File: config.mk
export PLATFORM = sky130hd
export DESIGN_NAME = ultrasonic_scheduler_flat
export DESIGN_NICKNAME = d
export VERILOG_FILES = /design/src/rtl/ultrasonic_scheduler_if.sv /design/src/rtl/ultrasonic_scheduler.sv /design/src/flat_wrapper.sv
export SDC_FILE = /design/constraint.sdc
export NUM_CORES = 1
export LEC_CHECK = 0
export BUFFER_PORTS_ARGS = -buffer_cell sky130_fd_sc_hd__buf_2
export CAP_MARGIN = 20
export CORE_MARGIN = 8
export CORE_UTILIZATION = 59
export DETAILED_ROUTE_END_ITERATION = 6
export PLACE_DENSITY = 0.8
export SYNTH_ARGS = -nofsm -noshare
export SYNTH_HDL_FRONTEND = slang
export SYNTH_SLANG_ARGS = --single-unit
File: constraint.sdc
create_clock -name fpgaclk -period 2.6 [get_ports fpgaclk]
set_input_delay 0.52 -clock fpgaclk [delete_from_list [all_inputs] [get_ports fpgaclk]]
set_output_delay 0.52 -clock fpgaclk [all_outputs]
set_load 0.03 [all_outputs]
File: src/rtl/ultrasonic_scheduler_if.sv
// Sensor-side bundle for ultrasonic_scheduler: enable, raw echoes, triggers and sweep results.
interface ultrasonic_scheduler_if #(
    parameter int unsigned CNT_W = 21
);
    logic             enable;
    logic [2:0]       echo;
    logic [2:0]       trigger;
    logic [2:0]       obstacle;
    logic             sweep_done;
    logic [2:0]       timeout_flag;
    logic [CNT_W-1:0] last_width;
    logic             busy;

    modport slave (
        input  enable, echo,
        output trigger, obstacle, sweep_done, timeout_flag, last_width, busy
    );

    modport master (
        output enable, echo,
        input  trigger, obstacle, sweep_done, timeout_flag, last_width, busy
    );
endinterface

File: src/rtl/ultrasonic_scheduler.sv
// Round-robin trigger/echo sequencer for three ultrasonic sensors with a shared width counter.
// Optional macro OBSTACLE_HYST_EN: obstacle bits change only after two consecutive agreeing sweeps.
module ultrasonic_scheduler #(
    parameter int unsigned TRIG_CYCLES    = 500,
    parameter int unsigned TIMEOUT_CYCLES = 1500000,
    parameter int unsigned THRESH_CYCLES  = 58000,
    parameter int unsigned GUARD_CYCLES   = 500000,
    parameter int unsigned CNT_W          = 21
) (
    input  logic                   fpgaclk,
    input  logic                   rst,
    ultrasonic_scheduler_if.slave  bus
);
    localparam logic [2:0] S_IDLE  = 3'd0;
    localparam logic [2:0] S_TRIG  = 3'd1;
    localparam logic [2:0] S_WAIT  = 3'd2;
    localparam logic [2:0] S_MEAS  = 3'd3;
    localparam logic [2:0] S_GUARD = 3'd4;

    localparam logic [CNT_W-1:0] L_TRIG_LAST  = CNT_W'(TRIG_CYCLES - 1);
    localparam logic [CNT_W-1:0] L_TO_LAST    = CNT_W'(TIMEOUT_CYCLES - 1);
    localparam logic [CNT_W-1:0] L_TO         = CNT_W'(TIMEOUT_CYCLES);
    localparam logic [CNT_W-1:0] L_THRESH     = CNT_W'(THRESH_CYCLES);
    localparam logic [CNT_W-1:0] L_GUARD_LAST = CNT_W'(GUARD_CYCLES - 1);
    localparam logic [CNT_W-1:0] L_ONE        = CNT_W'(1);
    localparam logic [CNT_W-1:0] L_ZERO       = CNT_W'(0);

    function automatic logic sel_bit(input logic [2:0] v, input logic [1:0] i);
        case (i)
            2'd0:    sel_bit = v[0];
            2'd1:    sel_bit = v[1];
            2'd2:    sel_bit = v[2];
            default: sel_bit = 1'b0;
        endcase
    endfunction

    function automatic logic [2:0] onehot(input logic [1:0] i);
        case (i)
            2'd0:    onehot = 3'b001;
            2'd1:    onehot = 3'b010;
            2'd2:    onehot = 3'b100;
            default: onehot = 3'b000;
        endcase
    endfunction

    logic [2:0]       r_state;
    logic [1:0]       r_idx;
    logic [CNT_W-1:0] r_cnt;
    logic [2:0]       r_esync1;
    logic [2:0]       r_esync2;
    logic [2:0]       r_esync_d;
    logic [2:0]       r_trigger;
    logic [2:0]       r_obst;
    logic [2:0]       r_to_flag;
    logic             r_sweep_done;
    logic [CNT_W-1:0] r_last_width;
    logic             r_busy;
    logic [2:0]       r_shadow_obst;
    logic [2:0]       r_shadow_to;

    logic             w_sel_echo;
    logic             w_rise;
    logic [2:0]       w_sel_mask;
    logic [CNT_W-1:0] w_cnt_inc;
    logic [2:0]       w_obst_next;

    assign w_sel_echo = sel_bit(r_esync2, r_idx);
    assign w_rise     = w_sel_echo & ~sel_bit(r_esync_d, r_idx);
    assign w_sel_mask = onehot(r_idx);
    assign w_cnt_inc  = (r_cnt >= L_TO) ? L_TO : (r_cnt + L_ONE);

`ifdef OBSTACLE_HYST_EN
    logic [2:0] r_pend;
    // A bit follows the shadow only when the pending candidate already agreed last sweep.
    assign w_obst_next = (r_shadow_obst & ~(r_shadow_obst ^ r_pend)) |
                         (r_obst & (r_shadow_obst ^ r_pend));
`else
    assign w_obst_next = r_shadow_obst;
`endif

    // Echo synchronizer plus one extra stage for rise detection.
    always_ff @(posedge fpgaclk or posedge rst) begin
        if (rst) begin
            r_esync1  <= 3'b000;
            r_esync2  <= 3'b000;
            r_esync_d <= 3'b000;
        end else begin
            r_esync1  <= bus.echo;
            r_esync2  <= r_esync1;
            r_esync_d <= r_esync2;
        end
    end

    // Sequencer: trigger, wait for echo, measure, guard gap, publish at end of sweep.
    always_ff @(posedge fpgaclk or posedge rst) begin
        if (rst) begin
            r_state       <= S_IDLE;
            r_idx         <= 2'd0;
            r_cnt         <= L_ZERO;
            r_trigger     <= 3'b000;
            r_obst        <= 3'b000;
            r_to_flag     <= 3'b000;
            r_sweep_done  <= 1'b0;
            r_last_width  <= L_ZERO;
            r_busy        <= 1'b0;
            r_shadow_obst <= 3'b000;
            r_shadow_to   <= 3'b000;
`ifdef OBSTACLE_HYST_EN
            r_pend        <= 3'b000;
`endif
        end else begin
            r_sweep_done <= 1'b0;
            case (r_state)
                S_IDLE: begin
                    if (bus.enable) begin
                        r_state   <= S_TRIG;
                        r_cnt     <= L_ZERO;
                        r_trigger <= onehot(r_idx);
                        r_busy    <= 1'b1;
                    end
                end
                S_TRIG: begin
                    if (r_cnt == L_TRIG_LAST) begin
                        r_state   <= S_WAIT;
                        r_cnt     <= L_ZERO;
                        r_trigger <= 3'b000;
                    end else begin
                        r_cnt <= w_cnt_inc;
                    end
                end
                S_WAIT: begin
                    if (w_rise) begin
                        r_state <= S_MEAS;
                        r_cnt   <= L_ONE;
                    end else if (r_cnt >= L_TO_LAST) begin
                        r_state       <= S_GUARD;
                        r_cnt         <= L_ZERO;
                        r_last_width  <= L_ZERO;
                        r_shadow_obst <= r_shadow_obst & ~w_sel_mask;
                        r_shadow_to   <= r_shadow_to | w_sel_mask;
                    end else begin
                        r_cnt <= w_cnt_inc;
                    end
                end
                S_MEAS: begin
                    if (!w_sel_echo) begin
                        r_state       <= S_GUARD;
                        r_cnt         <= L_ZERO;
                        r_last_width  <= r_cnt;
                        r_shadow_obst <= (r_shadow_obst & ~w_sel_mask) |
                                         (w_sel_mask & {3{r_cnt < L_THRESH}});
                        r_shadow_to   <= r_shadow_to & ~w_sel_mask;
                    end else if (r_cnt >= L_TO_LAST) begin
                        // Echo still high as the count hits the limit: same handling as no echo.
                        r_state       <= S_GUARD;
                        r_cnt         <= L_ZERO;
                        r_last_width  <= L_ZERO;
                        r_shadow_obst <= r_shadow_obst & ~w_sel_mask;
                        r_shadow_to   <= r_shadow_to | w_sel_mask;
                    end else begin
                        r_cnt <= w_cnt_inc;
                    end
                end
                S_GUARD: begin
                    if (r_cnt == L_GUARD_LAST) begin
                        r_cnt <= L_ZERO;
                        if (r_idx == 2'd2) begin
                            r_idx        <= 2'd0;
                            r_obst       <= w_obst_next;
                            r_to_flag    <= r_shadow_to;
                            r_sweep_done <= 1'b1;
`ifdef OBSTACLE_HYST_EN
                            r_pend       <= r_shadow_obst;
`endif
                            if (bus.enable) begin
                                r_state   <= S_TRIG;
                                r_trigger <= 3'b001;
                            end else begin
                                r_state <= S_IDLE;
                                r_busy  <= 1'b0;
                            end
                        end else begin
                            r_idx     <= r_idx + 2'd1;
                            r_state   <= S_TRIG;
                            r_trigger <= onehot(r_idx + 2'd1);
                        end
                    end else begin
                        r_cnt <= w_cnt_inc;
                    end
                end
                default: begin
                    r_state   <= S_IDLE;
                    r_idx     <= 2'd0;
                    r_cnt     <= L_ZERO;
                    r_trigger <= 3'b000;
                    r_busy    <= 1'b0;
                end
            endcase
        end
    end

    assign bus.trigger      = r_trigger;
    assign bus.obstacle     = r_obst;
    assign bus.sweep_done   = r_sweep_done;
    assign bus.timeout_flag = r_to_flag;
    assign bus.last_width   = r_last_width;
    assign bus.busy         = r_busy;
endmodule
File: src/flat_wrapper.sv
// flat-port wrapper written by rule: the top's interface ports become plain ports
module ultrasonic_scheduler_flat 
#(
    parameter int unsigned TRIG_CYCLES    = 500,
    parameter int unsigned TIMEOUT_CYCLES = 1500000,
    parameter int unsigned THRESH_CYCLES  = 58000,
    parameter int unsigned GUARD_CYCLES   = 500000,
    parameter int unsigned CNT_W          = 21
)
  (fpgaclk, rst, bus_enable, bus_echo, bus_trigger, bus_obstacle, bus_sweep_done, bus_timeout_flag, bus_last_width, bus_busy);
  ultrasonic_scheduler_if #(.CNT_W(CNT_W)) bus_i ();
  input  logic fpgaclk;
  input  logic rst;
  input wire logic [$bits(bus_i.enable)-1:0] bus_enable;
  input wire logic [$bits(bus_i.echo)-1:0] bus_echo;
  output wire logic [$bits(bus_i.trigger)-1:0] bus_trigger;
  output wire logic [$bits(bus_i.obstacle)-1:0] bus_obstacle;
  output wire logic [$bits(bus_i.sweep_done)-1:0] bus_sweep_done;
  output wire logic [$bits(bus_i.timeout_flag)-1:0] bus_timeout_flag;
  output wire logic [$bits(bus_i.last_width)-1:0] bus_last_width;
  output wire logic [$bits(bus_i.busy)-1:0] bus_busy;
  assign bus_i.enable = bus_enable;
  assign bus_i.echo = bus_echo;
  assign bus_trigger = bus_i.trigger;
  assign bus_obstacle = bus_i.obstacle;
  assign bus_sweep_done = bus_i.sweep_done;
  assign bus_timeout_flag = bus_i.timeout_flag;
  assign bus_last_width = bus_i.last_width;
  assign bus_busy = bus_i.busy;
  ultrasonic_scheduler #(.TRIG_CYCLES(TRIG_CYCLES), .TIMEOUT_CYCLES(TIMEOUT_CYCLES), .THRESH_CYCLES(THRESH_CYCLES), .GUARD_CYCLES(GUARD_CYCLES), .CNT_W(CNT_W)) u_core (.fpgaclk(fpgaclk), .rst(rst), .bus(bus_i));
endmodule
==> results.json <==
{
  "final.setup_skew_ns": 0.00555,
  "hold_viol": 0,
  "synth.area.top_cells": "dfrtp_1, nand2_1, o21ai_0, o22ai_1, a21oi_1",
  "crit_path_max_incr_delay_ns": 0.56,
  "rr_startpoint": "u_core.r_cnt[6]",
  "fp-row-count": 29,
  "route.detailed.wl_per_inst_um": 18.2,
  "slew_headroom": 0.553,
  "synth.distinct_cells": 60,
  "powerDensity_nw_per_um2": 512,
  "worstSetupPathType": "flop to flop",
  "n_fill_cell": 463,
  "clock.fmax_mhz": 402,
  "worst_hold_slack_ns": 0.163,
  "final_area_um2": 4240,
  "setup_ws_ns": 0.114,
  "power_frac_comb": 0.017,
  "maxCapViolations": 0,
  "ys_warn_count": 0,
  "power_leakage_nw": 1.89,
  "clkTransAtPathRegs_ns": 0.08,
  "cp_data_required_time_ns": 2.84,
  "status": "completed",
  "grt_pass1_wl_um": 15700,
  "cts_made_buffers": 9,
  "synth-async-reset-ratio": 1.00,
  "final_cell_mix": "dfrtp_1, nand2_1, o21ai_0",
  "worst_slew_pin_slew_ns": 0.666,
  "setup_viol": 0,
  "grt.total_usage": 0.221,
  "num-nets-final": 436,
  "drtAntennaViolNets": 0,
  "startpoint": "u_core.r_cnt[6]",
  "place.detailed.hpwl_um": 6580,
  "clkLatencyLatePin_ns": 0.35,
  "ys_ff_latch": 73,
  "io_buffers": 37,
  "ir_drop_uv": 325,
  "dieWidth_um": 95.1,
  "synth_top_cell_by_area": "dfrtp_1",
  "grt_max_degree": 29,
  "die_y_um": 95.1,
  "via_per_inst": 6.38,
  "placed_cell_area_um2": 4010,
  "drive_gt1_frac": 0.217,
  "startpoint_type": "flop",
  "p_clk_frac": 0.455,
  "avgSynthCellArea_um2": 9.52,
  "slew_viol_final": 0,
  "num_antenna_cells": 0,
  "pre_cts_slack_ns": 0.0936,
  "cts_tree": "done",
  "critPathCaptureType": "flop",
  "synth_top_area_share": 0.494,
  "synth_cells": 388,
  "synth-edff-count": 0,
  "area_delta_synth_final_pct": 14.9,
  "layout_commonest_cell": "dfrtp_1",
  "htree_levels": 3,
  "grt_pass1_vias": 3135,
  "post_cts_resized": 0,
  "cts_root_buf": "clkbuf_8",
  "path_cells": "and4_1 -> nand3_1 -> o31ai_2 -> o221ai_1 -> buf_4 -> a32oi_1 -> o21ai_0",
  "gp_congestion": 0.941,
  "finalCriticalPeriod_ns": 2.49,
  "vias": 3254,
  "yosys_most_used_dff": "dfrtp_1",
  "gr-total-overflow": 0,
  "synth_nets": 396,
  "power.internal_mw": 1.72,
  "cpMaxStageDelayCell": "dfrtp_1",
  "first_iter_violations": 342,
  "switching_share": 0.208,
  "finalCritPeriodShare": 0.956,
  "ctsLongestPathBuffers": 2,
  "cp_max_fo": 11,
  "routed_wl_um": 9310,
  "final_core_util": 0.684,
  "rsz0062_at_grt": "true",
  "clkSinkCount": 73,
  "initial_core_util": 0.595,
  "drt_first_pass_iters": 6,
  "antenna_found_initial": 0,
  "switching_power_mw": 0.452,
  "p_seq_frac": 0.528,
  "die_area_um2": 9050,
  "finalPower_mw": 2.17,
  "ys_seq_area_frac": 0.494,
  "io_pins": 38,
  "cp_data_arrival_time_ns": 2.72,
  "syn_area_um2": 3690,
  "hold_class": "primary input to asynchronous set/reset pin",
  "drc": 0,
  "core_area_um2": 6200
}
## metal layers
| layer | vias to the layer above | GRT usage | share of wire |
|---|---|---|---|
| met4 | 0 | 0.114 | 0.026 |
| li1 | 1477 | - | - |
| met5 | - | 0 | 0 |
| met1 | 1592 | 0.287 | 0.42 |
| met2 | 160 | 0.349 | 0.47 |
| met3 | 25 | 0.0378 | 0.088 |
## sequential cells by signal (all words and copies together), names as in the netlist, named ones only
name / cells
u_core.r_esync2: 3
u_core.bus.timeout_flag: 3
u_core.r_esync1: 3
u_core.r_shadow_to: 3
u_core.bus.trigger: 3
u_core.r_state: 3
u_core.bus.obstacle: 3
u_core.r_idx: 2
u_core.r_esync_d: 3
u_core.r_cnt: 21
u_core.bus.sweep_done: 1
u_core.bus.busy: 1
u_core.bus.last_width: 21
## worst paths after layout
check / endpoint / slack, ns / cells past startpoint
worst max-delay path: u_core.r_cnt[11] / 0.11 / 7
max in group asynchronous: u_core.r_esync1[1] / 1.72 / 3
worst max register to register: u_core.r_cnt[11] / 0.11 / 7
worst min register to register: u_core.r_esync2[1] / 0.36 / 0
worst min-delay path: u_core.bus.timeout_flag[0] / 0.16 / 2
min in group fpgaclk: u_core.r_esync1[1] / 0.27 / 1
## Yosys cell counts, drive strengths merged (7+ instances only)
master	count
nand2	65
nor3	7
mux2	9
inv	11
a22o	7
a21oi	15
o21a	8
nor2	20
buf	8
dfrtp	73
clkbuf	21
o21ai	42
o22ai	13
nand3	12
## worst max-delay path: cells and delay by family (launching register included)
family	cells	cell delay, ns
and+or+nand+nor	2	0.49
buffers and inverters	1	0.28
AOI/OAI and AO/OA	4	1.03
DFF	1	0.56
## what timing repair did
| action | in CTS | in global routing |
|---|---|---|
| endpoints found under the hold margin | 0 | 0 |
| setup endpoints to repair | 0 | 12 |
| hold buffers | 0 | 0 |
| setup buffers | 0 | 2 |
## layout make-up
| cell class | instances | area (µm²) | area share |
|---|---|---|---|
| multi-input combinational | 275 | 1700 | 0.401 |
| clock inverter | 4 | 76.3 | 0.0180 |
| timing repair buffer | 58 | 355 | 0.0837 |
| inverter | 11 | 41.3 | 0.00973 |
| tap | 77 | 96.3 | 0.0227 |
| clock buffer | 12 | 145 | 0.0342 |
| sequential | 73 | 1830 | 0.430 |
## stage by stage
step           cells  setup TNS, ns
2_1_floorplan    388              0
3_3_place_gp     492              0
3_5_place_dp     492              0
4_1_cts          508              0
5_1_grt          510        -0.0282
6_report         510              0
## logic make-up (layout without fill, tap and decap cells)
kind of cell	Yosys count	count (layout)	synth area share
XOR/XNOR	2	2	0.00474
AND/OR/NAND/NOR	144	144	0.211
AO/OA/AOI/OAI	114	114	0.199
buffers and inverters	40	85	0.0461
adder cells (fa/ha/maj)	2	2	0.00677
flip-flops	73	73	0.494
multiplexers	13	13	0.0383
## power groups by stage
stage | logic (mW) | registers, mW | clock network, mW
final | 0.0367 | 1.15 | 0.989
after detailed placement | 0.0382 | 1.17 | 0
after floorplan | 0.0232 | 1.17 | 0
after CTS | 0.0383 | 1.15 | 1.01
after global placement | 0.0371 | 1.17 | 0
after global routing | 0.0427 | 1.15 | 1.05
Power figures use the tool's default switching activity.
